File: src/rtl/eth_phy_10g_rx_bitslip_align.sv
// Receive-side 66-bit block aligner: barrel-selects a 66-bit window from two
// consecutive SERDES words at an offset stepped by rate-limited bitslip requests.
module eth_phy_10g_rx_bitslip_align #(
    parameter int DATA_WIDTH   = 64,
    parameter int HDR_WIDTH    = 2,
    parameter int BIT_REVERSE  = 0,
    parameter int SLIP_HOLDOFF = 4
) (
    input  logic                  rx_clk,
    input  logic                  rx_rst_n,
    input  logic [DATA_WIDTH-1:0] serdes_rx_data,
    input  logic [HDR_WIDTH-1:0]  serdes_rx_hdr,
    input  logic                  serdes_rx_bitslip,
    output logic [DATA_WIDTH-1:0] aligned_rx_data,
    output logic [HDR_WIDTH-1:0]  aligned_rx_hdr,
    output logic                  aligned_valid,
    output logic [6:0]            slip_offset,
    output logic                  slip_busy,
    output logic [7:0]            slip_count
);

    localparam int              BLK_W     = DATA_WIDTH + HDR_WIDTH;
    localparam logic [6:0]      OFF_MAX   = 7'(BLK_W - 1);
    localparam logic [3:0]      HOLD_LOAD = 4'(SLIP_HOLDOFF);

    logic [DATA_WIDTH-1:0] data_in;
    logic [HDR_WIDTH-1:0]  hdr_in;
    logic [BLK_W-1:0]      word;
    logic [BLK_W-1:0]      prev_reg;
    logic [2*BLK_W-1:0]    window;
    logic [BLK_W-1:0]      shifted;
    logic                  prev_ok;
    logic                  wrap_hold;
    logic [3:0]            holdoff;
    logic                  accept;

    // Some SERDES deliver each field MSB-first; flip each field independently.
    if (BIT_REVERSE != 0) begin : g_rev
        always_comb begin
            data_in = '0;
            hdr_in  = '0;
            for (int i = 0; i < DATA_WIDTH; i++) data_in[i] = serdes_rx_data[DATA_WIDTH-1-i];
            for (int i = 0; i < HDR_WIDTH; i++)  hdr_in[i]  = serdes_rx_hdr[HDR_WIDTH-1-i];
        end
    end else begin : g_fwd
        assign data_in = serdes_rx_data;
        assign hdr_in  = serdes_rx_hdr;
    end

    assign word      = {data_in, hdr_in};
    assign window    = {word, prev_reg};
    assign shifted   = window[slip_offset +: BLK_W];
    assign slip_busy = (holdoff != 4'd0);
    assign accept    = serdes_rx_bitslip & ~slip_busy;

    // NOTE: every register, including the datapath, is cleared by the synchronous
    // reset and all state updates use non-blocking assignments.
    always_ff @(posedge rx_clk) begin
        if (!rx_rst_n) begin
            prev_reg        <= '0;
            prev_ok         <= 1'b0;
            aligned_rx_data <= '0;
            aligned_rx_hdr  <= '0;
            aligned_valid   <= 1'b0;
        end else begin
            prev_reg        <= word;
            prev_ok         <= 1'b1;
            aligned_rx_hdr  <= shifted[HDR_WIDTH-1:0];
            aligned_rx_data <= shifted[BLK_W-1:HDR_WIDTH];
            // The first load after a 65->0 wrap straddles a dropped block.
            aligned_valid   <= prev_ok & ~wrap_hold;
        end
    end

    always_ff @(posedge rx_clk) begin
        if (!rx_rst_n) begin
            slip_offset <= '0;
            slip_count  <= '0;
            holdoff     <= '0;
            wrap_hold   <= 1'b0;
        end else if (accept) begin
            slip_offset <= (slip_offset == OFF_MAX) ? 7'd0 : slip_offset + 7'd1;
            slip_count  <= slip_count + 8'd1;
            holdoff     <= HOLD_LOAD;
            wrap_hold   <= (slip_offset == OFF_MAX);
        end else begin
            wrap_hold <= 1'b0;
            if (slip_busy) holdoff <= holdoff - 4'd1;
        end
    end

endmodule

File: config.mk
export PLATFORM = sky130hd
export DESIGN_NAME = eth_phy_10g_rx_bitslip_align
export DESIGN_NICKNAME = d
export VERILOG_FILES = /design/src/rtl/eth_phy_10g_rx_bitslip_align.sv
export SDC_FILE = /design/constraint.sdc
export NUM_CORES = 1
export LEC_CHECK = 0
export ABC_CLOCK_PERIOD_IN_PS = 3100
export CAP_MARGIN = 0
export CORE_ASPECT_RATIO = 1.4
export CORE_MARGIN = 3
export CORE_UTILIZATION = 52
export CTS_CLUSTER_DIAMETER = 30
export CTS_CLUSTER_SIZE = 20
export DETAILED_ROUTE_END_ITERATION = 7
export PLACE_DENSITY = 0.84
export SYNTH_ARGS = -nofsm -noshare
export SYNTH_HDL_FRONTEND = slang
export SYNTH_SLANG_ARGS = --single-unit
File: constraint.sdc
create_clock -name rx_clk -period 3.1 [get_ports rx_clk]
set_input_delay 0.31 -clock rx_clk [delete_from_list [all_inputs] [get_ports rx_clk]]
set_output_delay 0.31 -clock rx_clk [all_outputs]
set_load 0.02 [all_outputs]
Yosys cells after proc, flatten, opt, wreduce, memory -nomap -nowiden
Index checks and enable logic that the tools add are counted.
{"block": "op_classes", "addsub": 3, "mul": 0, "div_mod_pow": 0, "n_lt_le_gt_ge": 0, "n_eq_ne": 1, "n_shift": 1, "n_mux": 4, "n_bitwise": 5, "n_reduce_logical": 4}
{"cell": "$shiftx A132 B8 Y66", "n": 1}
{"cell": "$add A8 B1 Y8 const B", "n": 1}
{"cell": "$add A7 B1 Y7 const B", "n": 1}
{"cell": "$eq A7 B7 Y1 const B", "n": 1}
{"cell": "$mux W7", "n": 1}
{"cell": "$mux W3", "n": 2}
{"cell": "$reduce_bool A4 Y1", "n": 1}
{"cell": "$sub A4 B1 Y4 const B", "n": 1}
{"cell": "$not A1 Y1", "n": 3}
{"cell": "$and A1 B1 Y1", "n": 2}
{"cell": "$reduce_and A2 Y1", "n": 1}
{"cell": "$reduce_bool A2 Y1", "n": 1}
{"cell": "$reduce_or A2 Y1", "n": 1}
{"cell": "$mux W1", "n": 1}
{"block": "totals", "reg_bits": 154, "latch_bits": 0, "ram_bits": 0, "rom_bits": 0, "output_inout_bits": 83, "wordCells": 28, "memories": 0}

Longest topological paths before layout
Gate-level depths: netlist (run 1).
{"block": "logic_depth", "depth_word": 4, "ltp_mapped": 11, "depth_no_buf": 8}

Least setup slack after synthesis (run 1)
No wires, ideal clock.
{"block": "synth_timing", "path_kind": "reg-to-reg", "startpoint": "reg slip_offset[1]", "endpoint": "reg aligned_rx_data[7]", "setup_time_ns": 0.133, "t_arrival_ns": 2.461, "required_time_ns": 2.967, "path_slack_ns": 0.506, "stages_incl_launch_ff": 8, "cell_sequence": "dfxtp_1 -> buf_6 -> buf_2 -> mux4_2 -> mux2_2 -> mux4_2 -> mux2i_1 -> o221ai_1"}
{"block": "synth_via", "elab_chain_cells": 1}
{"element": "start: declaration", "line": "17", "source": "output logic [6:0] slip_offset,"}
{"element": "start signal: assignment", "line": "82", "source": "slip_offset <= (slip_offset == OFF_MAX) ? 7'd0 : slip_offset + 7'd1;"}
{"element": "$shiftx A132 B8 Y66", "line": "52", "source": "assign shifted = window[slip_offset +: BLK_W];"}
{"element": "end signal: assignment", "line": "69", "source": "aligned_rx_data <= shifted[BLK_W-1:HDR_WIDTH];"}
{"element": "end: declaration", "line": "14", "source": "output logic [DATA_WIDTH-1:0] aligned_rx_data,"}
Every way passes these cells.
A chain may end at the register's enable or synchronous reset.

Final worst setup path (run 1)
{"block": "layout_timing", "startpoint": "reg slip_offset[3]", "endpoint": "reg aligned_rx_hdr[1]"}
{"block": "layout_via", "elab_chain_cells": 1}
{"element": "$shiftx A132 B8 Y66", "line": "52"}
{"element": "end signal: assignment", "line": "68", "source": "aligned_rx_hdr <= shifted[HDR_WIDTH-1:0];"}
{"element": "end: declaration", "line": "15", "source": "output logic [HDR_WIDTH-1:0] aligned_rx_hdr,"}
Every way passes these cells.

==> results.py, run 1 <==
metrics = {
    "synth": {
        "synthTopCellsByCount": "154 x dfxtp_1, 154 x mux4_2, 152 x mux2i_1, 125 x mux2_2, 119 x nor2_1",
        "synth_edf_count": 0,
        "synth_ff_type": "dfxtp_1",
        "synth_warnings": 0,
        "ys_types": 68,
        "syn_avg_cell_area_um2": 10.2,
        "syn_area_mm2": 0.0140,
        "ys_ff_latch": 154,
        "postSynth.asyncResetShare_pct": 0,
        "ys_seq_area_share_pct": 22.0,
        "synth_area_leaders": "mux4_2 25%, dfxtp_1 22%, mux2i_1 11%",
        "syn_nets": 1449,
        "synth.top_cell.area_share_pct": 24.8,
        "syn_inst": 1375,
        "yosys.area.top_type": "mux4_2",
    },
    "sta": {
        "period_share_pct": 97.4,
        "rsz0062_at_grt": "no",
        "finClkSkew_ns": 0.0104,
        "tightest_slew_ns": 1.27,
        "max_freq_ghz": 0.331,
        "slew_violations": 0,
        "period_needed_ns": 3.02,
        "fin_hold_ws_ns": 0.304,
        "max-slew-margin-rel_pct": 14.7,
        "hold_viol_final": 0,
        "finalSetupViolations": 0,
        "setup-tns-final_ns": 0,
    },
    "global_route": {
        "track_usage_pct": 47.7,
        "globalRoute.totalOverflow": 0,
        "grt_pass1_wl_um": 98800,
        "grt_max_degree": 80,
        "antenna_found_initial": 7,
        "grt_pass1_vias": 14042,
    },
    "worst_hold_path": {
        "hold_depth": 4,
        "hold_class": "input pin to flip-flop",
    },
    "clock_network": {
        "ctsHtreeMaxLevel": 4,
        "numCtsBuffers": 17,
        "cts_resized": 0,
        "clock_latency_ns": 0.46,
        "clockBufferDepth": 2,
        "cts_tree": "built",
        "clock-root-buffer": "clkbuf_16",
        "clk_pin_slew_ns": 0.07,
        "clock_sinks": 154,
    },
    "cells_and_area": {
        "nFillCells": 2074,
        "layout.nets": 1616,
        "drive_gt1_share_pct": 29.3,
        "largest_reg_flops": 66,
        "fin_util_pct": 64.8,
        "fin_cells": 1918,
        "area_growth_pct": 22.0,
    },
    "setup_path": {
        "critPathCaptureType": "flip-flop",
        "cp_data_arrival_time_ns": 3.37,
        "start_kind": "flip-flop",
        "crit_fanout": 44,
        "path_class": "flip-flop to flip-flop",
        "reg2reg_depth": 8,
        "worstPathRequired_ns": 3.45,
    },
    "drt": {
        "ant_nets": 0,
        "drtPass1Iterations": 6,
        "vias": 14456,
        "via_per_inst": 7.54,
        "wirelength_um": 69600,
        "drt_iter0_markers": 2261,
        "wire_per_inst_um": 36.3,
        "drc": 0,
    },
    "power": {
        "p_total_uw": 10000,
        "p_per_area_mw_per_mm2": 585,
        "p_leak_uw": 0.00671,
        "ir_worst_vdd_uv": 458,
    },
    "placement": {
        "placedCellCount": 1875,
        "io_buffers": 151,
        "gp_congestion": 1.15,
        "hpwlAfterDp_um": 54000,
    },
    "die": {
        "die_w_um": 145,
        "placementRows": 70,
        "core_mm2": 0.0264,
        "die_area_mm2": 0.0290,
        "ios": 152,
        "die_h_um": 200,
        "start_util_pct": 53.1,
    },
    "run": {
        "drv_cap": 0,
    },
    "outcome": {
        "status": "complete, no violations",
    },
}
per-layer routing:
| metal | global-route usage (%) | wire length (um) | vias up |
|---|---|---|---|
| met2 | 72.6 | 31100 | 1379 |
| met5 | 0 | 34 | - |
| met4 | 36.4 | 7550 | 4 |
| met3 | 14.1 | 8570 | 454 |
| met1 | 55.9 | 22300 | 6929 |
| li1 | - | - | 5690 |
critical path, cell delays in order, from the launching register on:
cell       delay, ns
dfxtp_4         0.63
buf_12          0.30
mux4_2          0.39
mux2_2          0.40
mux2i_4         0.26
o22ai_1         0.29
a211o_1         0.35
o2bb2ai_1       0.14
buf_4           0.12
logic make-up after synthesis:
logic type	Yosys count	synth area share [%]
multiplexers	443	46.8
adder cells (fa/ha/maj)	5	0.447
buffers and inverters	147	4.99
flip-flops	154	22.0
AO/OA/AOI/OAI	280	13.9
XOR/XNOR	12	0.750
AND/OR/NAND/NOR	334	11.1
stage by stage:
step | instance area (um^2) | setup slack (ns)
2_1_floorplan | 14000 | 0.506
4_1_cts | 17000 | 0.120
3_3_place_gp | 16400 | 0.149
6_report | 17100 | 0.0814
5_1_grt | 17100 | 0.0800
3_5_place_dp | 16400 | 0.130
timing repair:
item                       CTS  global route
setup endpoints to repair    0             1
setup buffers                0             8
hold buffers                 0             0
hold endpoints to repair     0             0
worst paths after layout:
| path | from | endpoint | slack (ns) |
|---|---|---|---|
| setup / recovery | slip_offset[3]$_SDFFE_PN0P_ | aligned_rx_hdr[1]$_SDFF_PN0_ | 0.08 |
| setup reg to reg | slip_offset[3]$_SDFFE_PN0P_ | aligned_rx_hdr[1]$_SDFF_PN0_ | 0.08 |
| hold / removal | rx_rst_n | aligned_rx_data[61]$_SDFF_PN0_ | 0.30 |
| hold reg to reg | wrap_hold$_SDFF_PN0_ | aligned_valid$_SDFF_PN0_ | 0.40 |
cells in the final DEF (no fill, tap or decap), types with 6 or more instances in the layout:
cell type and instances:
o22ai_1 56, nor3_1 13, a31oi_1 6, a21o_1 6
dfxtp_1 148, a21oi_1 36, mux2_1 9, clkbuf_16 18
clkdlybuf4s50_1 150, a211o_1 6, a2bb2oi_1 7, o21ai_1 12
mux2i_1 152, o21a_1 8, a22oi_1 19, o31a_1 6
o21ai_0 37, nand2_1 86, mux4_2 154, inv_1 14
nand3_1 13, nor2b_1 6, buf_12 12, a22o_1 6
nor2_1 119, mux2_2 125, buf_4 115, a211oi_1 8
a221o_1 9, xnor2_1 7, o221ai_1 17, and2_1 72
power breakdown:
group / total, uW / leakage, uW / switching [uW] / internal (uW)
clock: 2320 / 0.000303 / 972 / 1350
sequential: 2350 / 0.00128 / 169 / 2180
combinational: 5330 / 0.00513 / 3090 / 2250
total: 10000 / 0.00671 / 4230 / 5770
cell type report:
| type | count | area (um^2) | share of cell area [%] |
|---|---|---|---|
| multi-input cells | 1074 | 10200 | 59.8 |
| flip-flops and latches | 154 | 3100 | 18.1 |
| repair buffers | 278 | 2610 | 15.3 |
| clock buffers | 20 | 468 | 2.74 |
| well taps | 360 | 450 | 2.64 |
| clock inverters | 12 | 160 | 0.937 |
| inverters | 17 | 68.8 | 0.403 |
| diodes | 3 | 7.51 | 0.0439 |
No activity file was read; power rests on OpenSTA's default activity.
==> run 2, diff against run 1 <==
Settings changed: CELL_PAD_IN_SITES_DETAIL_PLACEMENT set to 0, CELL_PAD_IN_SITES_GLOBAL_PLACEMENT set to 1, CORE_UTILIZATION 52 to 46, PLACE_DENSITY 0.84 to 0.92.
==> results.py, run 2 (same netlist as run 1, synthesis figures left out) <==
metrics = {
    "die": {
        "core_mm2": 0.0300,
        "start_util_pct": 46.6,
        "die_w_um": 153,
        "placementRows": 75,
        "ios": 152,
        "die_h_um": 212,
        "die_area_mm2": 0.0326,
    },
    "run": {
        "drv_cap": 0,
    },
    "global_route": {
        "globalRoute.totalOverflow": 0,
        "grt_max_degree": 85,
        "track_usage_pct": 38.6,
        "antenna_found_initial": 0,
        "grt_pass1_vias": 13382,
        "grt_pass1_wl_um": 92500,
    },
    "sta": {
        "tightest_slew_ns": 0.859,
        "setup-tns-final_ns": 0,
        "finalSetupViolations": 0,
        "slew_violations": 0,
        "finClkSkew_ns": 0.00940,
        "max_freq_ghz": 0.331,
        "period_share_pct": 97.5,
        "hold_viol_final": 0,
        "period_needed_ns": 3.02,
        "rsz0062_at_grt": "no",
        "max-slew-margin-rel_pct": 42.1,
    },
    "cells_and_area": {
        "multi_input_area_mm2": 0.0102,
        "seq_area_mm2": 0.00310,
        "final_cell_mix": "154 x mux4_2, 152 x mux2i_1, 150 x clkdlybuf4s50_1",
        "drive_gt1_share_pct": 29.0,
        "area_growth_pct": 21.5,
        "final_common_cell": "mux4_2",
        "antenna_cells": 0,
        "layout.nets": 1610,
        "largest_reg_flops": 66,
        "nFillCells": 2686,
    },
    "drt": {
        "wirelength_um": 64300,
        "wl_met2_um": 29100,
        "drt_iter0_markers": 2139,
        "top_layer": "met4",
        "ant_nets": 0,
        "wl_met1_um": 21700,
        "drtPass1Iterations": 5,
        "drc": 0,
        "dr_wl_met3_um": 7190,
        "wire_per_inst_um": 33.3,
        "via_per_inst": 7.22,
        "vias": 13957,
    },
    "setup_path": {
        "max_stage_delay_ns": 0.60,
        "start_kind": "flip-flop",
        "crit_chain": "buf_12, mux4_2, mux2_2, mux2i_1, o311ai_0, o31a_1",
        "crit_fanout": 39,
        "crit_family": "multiplexers",
        "crit_slowest_cell": "dfxtp_4",
        "path_buf_inv": 1,
        "critPathCaptureType": "flip-flop",
        "worstPathRequired_ns": 3.45,
        "path_class": "flip-flop to flip-flop",
        "cp_data_arrival_time_ns": 3.37,
    },
    "clock_network": {
        "ctsHoldBuffers": 0,
        "clk_pin_slew_ns": 0.07,
        "cts_resized": 0,
        "clock-root-buffer": "clkbuf_16",
        "post_cts_buffers": 0,
        "clockBufferDepth": 2,
        "clock_sinks": 154,
        "clock_latency_ns": 0.46,
        "numCtsBuffers": 17,
        "cts_tree": "built",
        "ctsHtreeMaxLevel": 4,
    },
    "power": {
        "ir_worst_vdd_uv": 455,
        "p_leak_uw": 0.00666,
        "p_per_area_mw_per_mm2": 556,
        "p_total_uw": 9460,
    },
    "placement": {
        "gp_congestion": 1.08,
        "io_buffers": 151,
        "hpwlAfterDp_um": 50700,
    },
    "worst_hold_path": {
        "hold_class": "input pin to flip-flop",
    },
    "outcome": {
        "status": "complete, no violations",
    },
}
==> run 2: cell types whose count changed in the layout (fill, tap and decap cells not counted) <==
cell	delta
buf_12	+1
clkinv_4	+1
inv_4	+1
diode_2	-3
clkinvlp_4	-1
clkinv_2	+1
clkbuf_16	-1
clkbuf_1	+1
buf_4	-7
bufinv_16	-2
==> run 2: stage by stage <==
step           instances  hold slack [ns]  util (%)  cell area [um^2]  setup WS [ns]
5_1_grt             1934            0.301      56.7             17000         0.0425
2_1_floorplan       1375            0.338         -             14000          0.506
6_report            1934            0.309      56.7             17000         0.0783
3_5_place_dp        1902            0.400      54.8             16500          0.228
3_3_place_gp        1902            0.380      54.8             16500          0.240
4_1_cts             1934            0.273      56.7             17000          0.210
==> run 2: where the power goes <==
part           total (uW)  internal, uW  switching, uW
Sequential           2350          2180            164
Clock                2050          1130            914
Combinational        5070          2170           2900
Total                9460          5490           3970
==> run 2: worst reg2reg max path, cell delays in order, from the launching register on <==
cell	delay, ns
dfxtp_4	0.60
buf_12	0.33
mux4_2	0.57
mux2_2	0.34
mux2i_1	0.59
o311ai_0	0.22
o31a_1	0.27
==> run 2: path summary, 6_finish.rpt <==
| path | startpoint | end | slack, ns | cells past startpoint |
|---|---|---|---|---|
| worst max register to register | slip_offset[1]$_SDFFE_PN0P_ | aligned_rx_data[25]$_SDFF_PN0_ | 0.08 | 6 |
| worst min register to register | wrap_hold$_SDFF_PN0_ | aligned_valid$_SDFF_PN0_ | 0.40 | 1 |
| worst max-delay path | slip_offset[1]$_SDFFE_PN0P_ | aligned_rx_data[25]$_SDFF_PN0_ | 0.08 | 6 |
| worst min-delay path | rx_rst_n | aligned_rx_data[20]$_SDFF_PN0_ | 0.31 | 3 |
==> run 2: per-layer routing <==
layer	up-vias	GRT usage, %
met5	-	0
met4	0	27.9
met3	339	8.35
met2	1281	61.8
met1	6664	46.1
li1	5673	-
==> run 2: final cells by class <==
class                   instances  share of cell area, %
clock buffers                  20                   2.63
well taps                     385                   2.83
repair buffers                272                   15.2
flip-flops and latches        154                   18.2
clock inverters                12                  0.662
inverters                      17                  0.405
multi-input cells            1074                   60.1
